File: src/rtl/ru_pkg.sv
// Shared types and constants for the ru load/store unit: FSM states,
// RV32I funct3 size codes and the size/sign decode helpers.
package ru_pkg;

  typedef enum logic [1:0] {
    IDLE,
    RD,
    WR,
    DONE
  } lsu_state_t;

  typedef enum logic [1:0] {
    SZ_B,
    SZ_H,
    SZ_W
  } lsu_size_t;

  localparam logic [2:0] F3_B  = 3'b000;
  localparam logic [2:0] F3_H  = 3'b001;
  localparam logic [2:0] F3_W  = 3'b010;
  localparam logic [2:0] F3_BU = 3'b100;
  localparam logic [2:0] F3_HU = 3'b101;

  // Undefined encodings (011, 110, 111) fall through to a full word.
  function automatic lsu_size_t f3_size(input logic [2:0] f3);
    case (f3)
      F3_B, F3_BU: return SZ_B;
      F3_H, F3_HU: return SZ_H;
      default:     return SZ_W;
    endcase
  endfunction

  function automatic logic f3_signed(input logic [2:0] f3);
    return ~f3[2];
  endfunction

endpackage

File: src/rtl/ru_lsu_if.sv
// Bus bundle around ru_lsu: core request/response plus the data RAM port.
// master = surrounding system (core + RAM), slave = the load/store unit.
interface ru_lsu_if;
  logic        req_read;
  logic        req_write;
  logic [2:0]  funct3;
  logic [31:0] req_addr;
  logic [31:0] req_wdata;
  logic [31:0] rdata;
  logic        done;
  logic        stall;
  logic        err;
  logic [31:0] ram_addr;
  logic [31:0] ram_wdata;
  logic        ram_we;
  logic [31:0] ram_rdata;
  logic        ram_busy;

  modport master (
    output req_read, req_write, funct3, req_addr, req_wdata, ram_rdata, ram_busy,
    input  rdata, done, stall, err, ram_addr, ram_wdata, ram_we
  );

  modport slave (
    input  req_read, req_write, funct3, req_addr, req_wdata, ram_rdata, ram_busy,
    output rdata, done, stall, err, ram_addr, ram_wdata, ram_we
  );
endinterface

File: src/rtl/ru_lsu_align.sv
// Combinational lane logic: sub-word store merge into a fetched word and
// load lane extraction with sign/zero extension.
module ru_lsu_align
  import ru_pkg::*;
(
  input  logic [31:0] store_word_i,
  input  logic [31:0] wdata_i,
  input  logic [31:0] load_word_i,
  input  lsu_size_t   size_i,
  input  logic        sign_i,
  input  logic [1:0]  offset_i,
  output logic [31:0] merged_o,
  output logic [31:0] rdata_next_o
);

  logic [7:0]  byte_v;
  logic [15:0] half_v;

  assign byte_v = load_word_i[{offset_i, 3'b000} +: 8];
  assign half_v = load_word_i[{offset_i[1], 4'b0000} +: 16];

  // NOTE: every output gets a default first, so no path through the case can infer a latch.
  always_comb begin
    merged_o = store_word_i;
    case (size_i)
      SZ_B:    merged_o[{offset_i, 3'b000} +: 8]     = wdata_i[7:0];
      SZ_H:    merged_o[{offset_i[1], 4'b0000} +: 16] = wdata_i[15:0];
      default: merged_o = wdata_i;
    endcase
  end

  always_comb begin
    rdata_next_o = load_word_i;
    case (size_i)
      SZ_B:    rdata_next_o = {{24{sign_i & byte_v[7]}}, byte_v};
      SZ_H:    rdata_next_o = {{16{sign_i & half_v[15]}}, half_v};
      default: rdata_next_o = load_word_i;
    endcase
  end

endmodule

File: src/rtl/ru_lsu.sv
// Load/store unit: turns RV32I B/H/W loads and stores into whole-word RAM
// accesses (read-modify-write for sub-word stores). Optional misaligned-access
// trap is enabled by defining LSU_MISALIGN_TRAP_EN.
module ru_lsu
  import ru_pkg::*;
(
  input  logic    clk,
  input  logic    nRst,
  ru_lsu_if.slave bus
);

  lsu_state_t  state_q, state_d;
  logic [31:0] word_q, word_d;
  logic [31:0] rdata_q, rdata_d;
  logic [31:0] merged;
  logic [31:0] load_next;
  lsu_size_t   size;
  logic        sign;
  logic [1:0]  offset;
  logic        req_any;
  logic        misalign;

  assign size    = f3_size(bus.funct3);
  assign sign    = f3_signed(bus.funct3);
  assign offset  = bus.req_addr[1:0];
  assign req_any = bus.req_read | bus.req_write;

`ifdef LSU_MISALIGN_TRAP_EN
  logic err_q;

  assign misalign = ((size == SZ_H) && offset[0]) || ((size == SZ_W) && (offset != 2'b00));

  // Captured as the request leaves IDLE; only meaningful while in DONE.
  always_ff @(posedge clk or negedge nRst) begin
    if (!nRst)                 err_q <= 1'b0;
    else if (state_q == IDLE)  err_q <= misalign & req_any;
  end

  assign bus.err = (state_q == DONE) & err_q;
`else
  assign misalign = 1'b0;
  assign bus.err  = 1'b0;
`endif

  ru_lsu_align u_align (
    .store_word_i (word_q),
    .wdata_i      (bus.req_wdata),
    .load_word_i  (bus.ram_rdata),
    .size_i       (size),
    .sign_i       (sign),
    .offset_i     (offset),
    .merged_o     (merged),
    .rdata_next_o (load_next)
  );

  // NOTE: sequential state uses non-blocking assignments so every register samples pre-edge values.
  always_ff @(posedge clk or negedge nRst) begin
    if (!nRst) begin
      state_q <= IDLE;
      word_q  <= '0;
      rdata_q <= '0;
    end else begin
      state_q <= state_d;
      word_q  <= word_d;
      rdata_q <= rdata_d;
    end
  end

  // A store with load also asserted takes the store path; the read is dropped.
  always_comb begin
    state_d = state_q;
    word_d  = word_q;
    rdata_d = rdata_q;
    case (state_q)
      IDLE: begin
        if (req_any) begin
          if (misalign)                            state_d = DONE;
          else if (bus.req_write && size == SZ_W)  state_d = WR;
          else                                     state_d = RD;
        end
      end
      RD: begin
        if (!bus.ram_busy) begin
          word_d = bus.ram_rdata;
          if (bus.req_write) begin
            state_d = WR;
          end else begin
            state_d = DONE;
            rdata_d = load_next;
          end
        end
      end
      WR:      if (!bus.ram_busy) state_d = DONE;
      DONE:    state_d = IDLE;
      default: state_d = IDLE;
    endcase
  end

  always_comb begin
    bus.ram_we    = (state_q == WR) & ~bus.ram_busy;
    bus.done      = (state_q == DONE);
    bus.stall     = req_any & ~bus.done;
    bus.ram_addr  = {bus.req_addr[31:2], 2'b00};
    bus.ram_wdata = merged;
    bus.rdata     = rdata_q;
  end

endmodule

File: src/flat_wrapper.sv
// flat-port wrapper written by rule: the top's interface ports become plain ports
module ru_lsu_flat import ru_pkg::*;
  (clk, nRst, bus_req_read, bus_req_write, bus_funct3, bus_req_addr, bus_req_wdata, bus_ram_rdata, bus_ram_busy, bus_rdata, bus_done, bus_stall, bus_err, bus_ram_addr, bus_ram_wdata, bus_ram_we);
  ru_lsu_if bus_i ();
  input  logic clk;
  input  logic nRst;
  input wire logic [$bits(bus_i.req_read)-1:0] bus_req_read;
  input wire logic [$bits(bus_i.req_write)-1:0] bus_req_write;
  input wire logic [$bits(bus_i.funct3)-1:0] bus_funct3;
  input wire logic [$bits(bus_i.req_addr)-1:0] bus_req_addr;
  input wire logic [$bits(bus_i.req_wdata)-1:0] bus_req_wdata;
  input wire logic [$bits(bus_i.ram_rdata)-1:0] bus_ram_rdata;
  input wire logic [$bits(bus_i.ram_busy)-1:0] bus_ram_busy;
  output wire logic [$bits(bus_i.rdata)-1:0] bus_rdata;
  output wire logic [$bits(bus_i.done)-1:0] bus_done;
  output wire logic [$bits(bus_i.stall)-1:0] bus_stall;
  output wire logic [$bits(bus_i.err)-1:0] bus_err;
  output wire logic [$bits(bus_i.ram_addr)-1:0] bus_ram_addr;
  output wire logic [$bits(bus_i.ram_wdata)-1:0] bus_ram_wdata;
  output wire logic [$bits(bus_i.ram_we)-1:0] bus_ram_we;
  assign bus_i.req_read = bus_req_read;
  assign bus_i.req_write = bus_req_write;
  assign bus_i.funct3 = bus_funct3;
  assign bus_i.req_addr = bus_req_addr;
  assign bus_i.req_wdata = bus_req_wdata;
  assign bus_i.ram_rdata = bus_ram_rdata;
  assign bus_i.ram_busy = bus_ram_busy;
  assign bus_rdata = bus_i.rdata;
  assign bus_done = bus_i.done;
  assign bus_stall = bus_i.stall;
  assign bus_err = bus_i.err;
  assign bus_ram_addr = bus_i.ram_addr;
  assign bus_ram_wdata = bus_i.ram_wdata;
  assign bus_ram_we = bus_i.ram_we;
  ru_lsu u_core (.clk(clk), .nRst(nRst), .bus(bus_i));
endmodule
File: config.mk
export PLATFORM = sky130hd
export DESIGN_NAME = ru_lsu_flat
export DESIGN_NICKNAME = d
export VERILOG_FILES = /design/src/rtl/ru_pkg.sv /design/src/rtl/ru_lsu_if.sv /design/src/rtl/ru_lsu_align.sv /design/src/rtl/ru_lsu.sv /design/src/flat_wrapper.sv
export SDC_FILE = /design/constraint.sdc
export NUM_CORES = 1
export LEC_CHECK = 0
export ABC_AREA = 0
export ABC_CLOCK_PERIOD_IN_PS = 4610
export BUFFER_PORTS_ARGS = -buffer_cell sky130_fd_sc_hd__buf_2
export CAP_MARGIN = 20
export CORE_AREA = 4 4 124 126
export CTS_CLUSTER_SIZE = 28
export DETAILED_ROUTE_END_ITERATION = 10
export DIE_AREA = 0 0 128 130
export GPL_ROUTABILITY_DRIVEN = 0
export PLACE_DENSITY = 0.67
export REMOVE_ABC_BUFFERS = 1
export SYNTH_ARGS = -nofsm -noshare
export SYNTH_HDL_FRONTEND = slang
export SYNTH_SLANG_ARGS = --single-unit
File: constraint.sdc
create_clock -name clk -period 4.61 [get_ports clk]
set_input_delay 0.6915 -clock clk [delete_from_list [all_inputs] [get_ports clk]]
set_output_delay 0.6915 -clock clk [all_outputs]
set_load 0.05 [all_outputs]
==> impl_metrics.py <==
metrics = {
    "synth": {
        "syn_inst": 433,
        "ys_types": 49,
        "yosys.area_share.simple_pct": 14.9,
        "synth_commonest_cells": "66 x dfrtp_1, 36 x buf_4, 33 x mux2_2, 33 x nand3_1, 31 x nand2_1",
        "synth_edf_count": 0,
        "yosys.cell_count.top_type": "dfrtp_1",
        "ys_async_sr_fraction_pct": 100,
        "synth_area_leaders": "dfrtp_1 39%, mux2_2 8.8%, buf_4 6.4%, nand3_1 3.9%, mux2i_1 3.8%",
        "synth_fa_ha_area_share_pct": 2.66,
        "synthDominantCellAreaShare_pct": 39.0,
        "ys_seq_elements": 66,
        "avgSynthCellArea_um2": 9.77,
        "synth_top_area_cell": "dfrtp_1",
        "synthFlopType": "dfrtp_1",
        "synth_warnings": 0,
        "synth_top_family_by_area": "compound AO/OA/AOI/OAI gates",
        "synth-xor-area-share_pct": 0,
        "synth_compound_area_share_pct": 19.6,
        "netlist_area_mm2": 0.00423,
        "yosys-mux-area-fraction_pct": 12.9,
        "ys_seq_area_share_pct": 39.0,
    },
    "sta": {
        "tightestPinTransition_ns": 0.969,
        "max_freq_mhz": 252,
        "skew_ns": 0.00793,
        "period_share_pct": 86.0,
        "hold_viol": 0,
        "fin_crit_ns": 3.97,
        "setup_viol": 0,
        "setup-tns-final_ns": 0,
        "slew_violations": 0,
        "rsz0062_at_grt": "no",
        "slew_headroom_pct": 35.4,
    },
    "detailed_routing": {
        "wl_um": 16500,
        "viasPerCell": 5.50,
        "vias": 3971,
        "dr.pass1.iters": 4,
        "post-route-drc-count": 0,
        "post_drt_wl_per_cell_um": 22.8,
        "ant_nets": 0,
        "drtIter0Drc": 274,
    },
    "power": {
        "p_per_area_mw_per_mm2": 670,
        "power.leakage_uw": 0.00247,
        "ir_drop_v": 0.000305,
    },
    "hold_path": {
        "hp-class": "primary input to async pin",
    },
    "placement": {
        "hpwl_um": 12200,
        "dp_cells": 707,
        "port_buffers": 140,
    },
    "final_layout": {
        "antennaDiodeCount": 0,
        "drive_above_1_share_pct": 39.0,
        "fin_cells": 722,
        "area_growth_pct": 21.0,
        "nNetsFinal": 647,
    },
    "clock_network": {
        "postCtsSetupBuffers": 0,
        "cts_root_buf": "clkbuf_16",
        "clk_path_buf_depth": 2,
        "cts_resized": 0,
        "cts_hold_buf": 0,
        "clk_latency_ns": 0.33,
        "htreeDepth": 3,
        "clock_sinks": 66,
        "numCtsBuffers": 9,
        "path_clk_slew_ns": 0.05,
        "tritoncts": "done",
    },
    "floorplanning": {
        "die_w_um": 128,
        "die_area_mm2": 0.0166,
        "std_cell_rows": 44,
        "core_mm2": 0.0143,
        "initial_core_util_pct": 29.6,
        "chipHeight_um": 130,
        "pin_count": 204,
    },
    "setup_path": {
        "ff2ff_setup_slack_ns": 1.96,
        "critPathKind": "primary input to output pin",
        "ff2ff_path_depth": 8,
        "crit_required_ns": 3.92,
        "arrival_ns": 3.27,
        "cp_max_fo": 19,
        "cp-end-kind": "output pin",
        "cp-start-kind": "primary input",
    },
    "grt": {
        "overflow": 0,
        "first_global_vias": 4054,
        "grt.total_usage_pct": 19.6,
        "antenna_found_initial": 0,
        "grt_pass1_wl_um": 24400,
        "grt_max_degree": 48,
    },
    "run_status": {
        "status": "complete, no violations",
    },
    "job": {
        "drv_cap": 0,
    },
}
## report_power, final
group          total, uW  leakage, uW  internal [uW]  switching (uW)
clock network        669     0.000142            428             240
logic               1700      0.00154            522            1180
registers           1060     0.000790            876             179
total               3430      0.00247           1830            1600
## flip-flops by register name, summed over array words and instances, names as in the netlist
signal / cells
u_core.bus.rdata: 32
u_core.state_q: 2
u_core.word_q: 32
## worst max-delay path, stage by stage
cell and delay, ns:
buf_2 0.41, inv_1 0.21, ha_1 0.27, or2_2 0.30, a21oi_1 0.77, a22oi_1 0.16, o21ai_0 0.14, buf_2 0.31
## layout make-up
type | count | area [um^2]
clock buffers | 12 | 246
flip-flops and latches | 66 | 1650
clock inverters | 3 | 40.0
repair buffers | 149 | 768
well taps | 184 | 230
fillers | 1511 | 9200
inverters | 14 | 52.6
multi-input cells | 294 | 2130
## placed cells by master, fill, tap and decap left out, types with 3 or more instances in the layout
cell       instances
buf_4              9
mux2_2            33
nor3_1             3
a22oi_1            8
nand2b_1           3
conb_1             3
a22o_1            12
nor2_1            20
nor2b_1           12
a221o_1            9
o21ai_0           19
nand3_1           33
inv_1             14
a221oi_1           9
o32a_1             5
and3_1             8
o221ai_1           8
ha_1               9
dfrtp_1           66
a21oi_1           20
clkbuf_16          9
a32oi_1            6
buf_2            140
mux2i_1           16
nand2_1           31
## logic make-up (layout without fill, tap and decap cells)
| logic type | count (synthesis) | after routing |
|---|---|---|
| compound gates | 108 | 108 |
| fa+ha+maj | 9 | 9 |
| buf+inv | 75 | 178 |
| flops | 66 | 66 |
| mux | 50 | 50 |
| other cells | 1 | 3 |
| simple gates | 124 | 124 |
## through the flow
| step | hold WS [ns] | utilization (%) | setup WS [ns] | total power (uW) | area, um^2 |
|---|---|---|---|---|---|
| 6_report | 0.330 | 35.8 | 0.644 | 3430 | 5120 |
| 5_1_grt | 0.360 | 35.8 | 0.412 | 3610 | 5120 |
| 4_1_cts | 0.335 | 35.8 | 0.716 | 3450 | 5120 |
| 3_5_place_dp | 0.479 | 33.8 | 0.719 | 2780 | 4830 |
| 3_3_place_gp | 0.470 | 33.7 | 0.844 | 2730 | 4820 |
| 2_1_floorplan | 0.396 | - | 1.30 | 2300 | 3830 |
## routing by layer
layer | up-vias | GRT usage, % | routed length [um]
li1 | 1767 | - | -
met1 | 1962 | 25.7 | 7160
met2 | 223 | 29.9 | 7270
met3 | 19 | 8.10 | 1760
met4 | 0 | 5.06 | 281
met5 | - | 0 | 0
## final timing paths
check / start / endpoint
max in group asynchronous: nRst / u_core.word_q[24]
worst max register to register: u_core.state_q[1] / u_core.bus.rdata[4]
worst min register to register: u_core.bus.rdata[7] / u_core.bus.rdata[7]
min in group clk: u_core.bus.rdata[7] / u_core.bus.rdata[7]
worst min-delay path: nRst / u_core.bus.rdata[26]
worst max-delay path: bus_req_addr[1] / bus_ram_wdata[15]
Note: power is estimated with default switching activity, not from simulation.
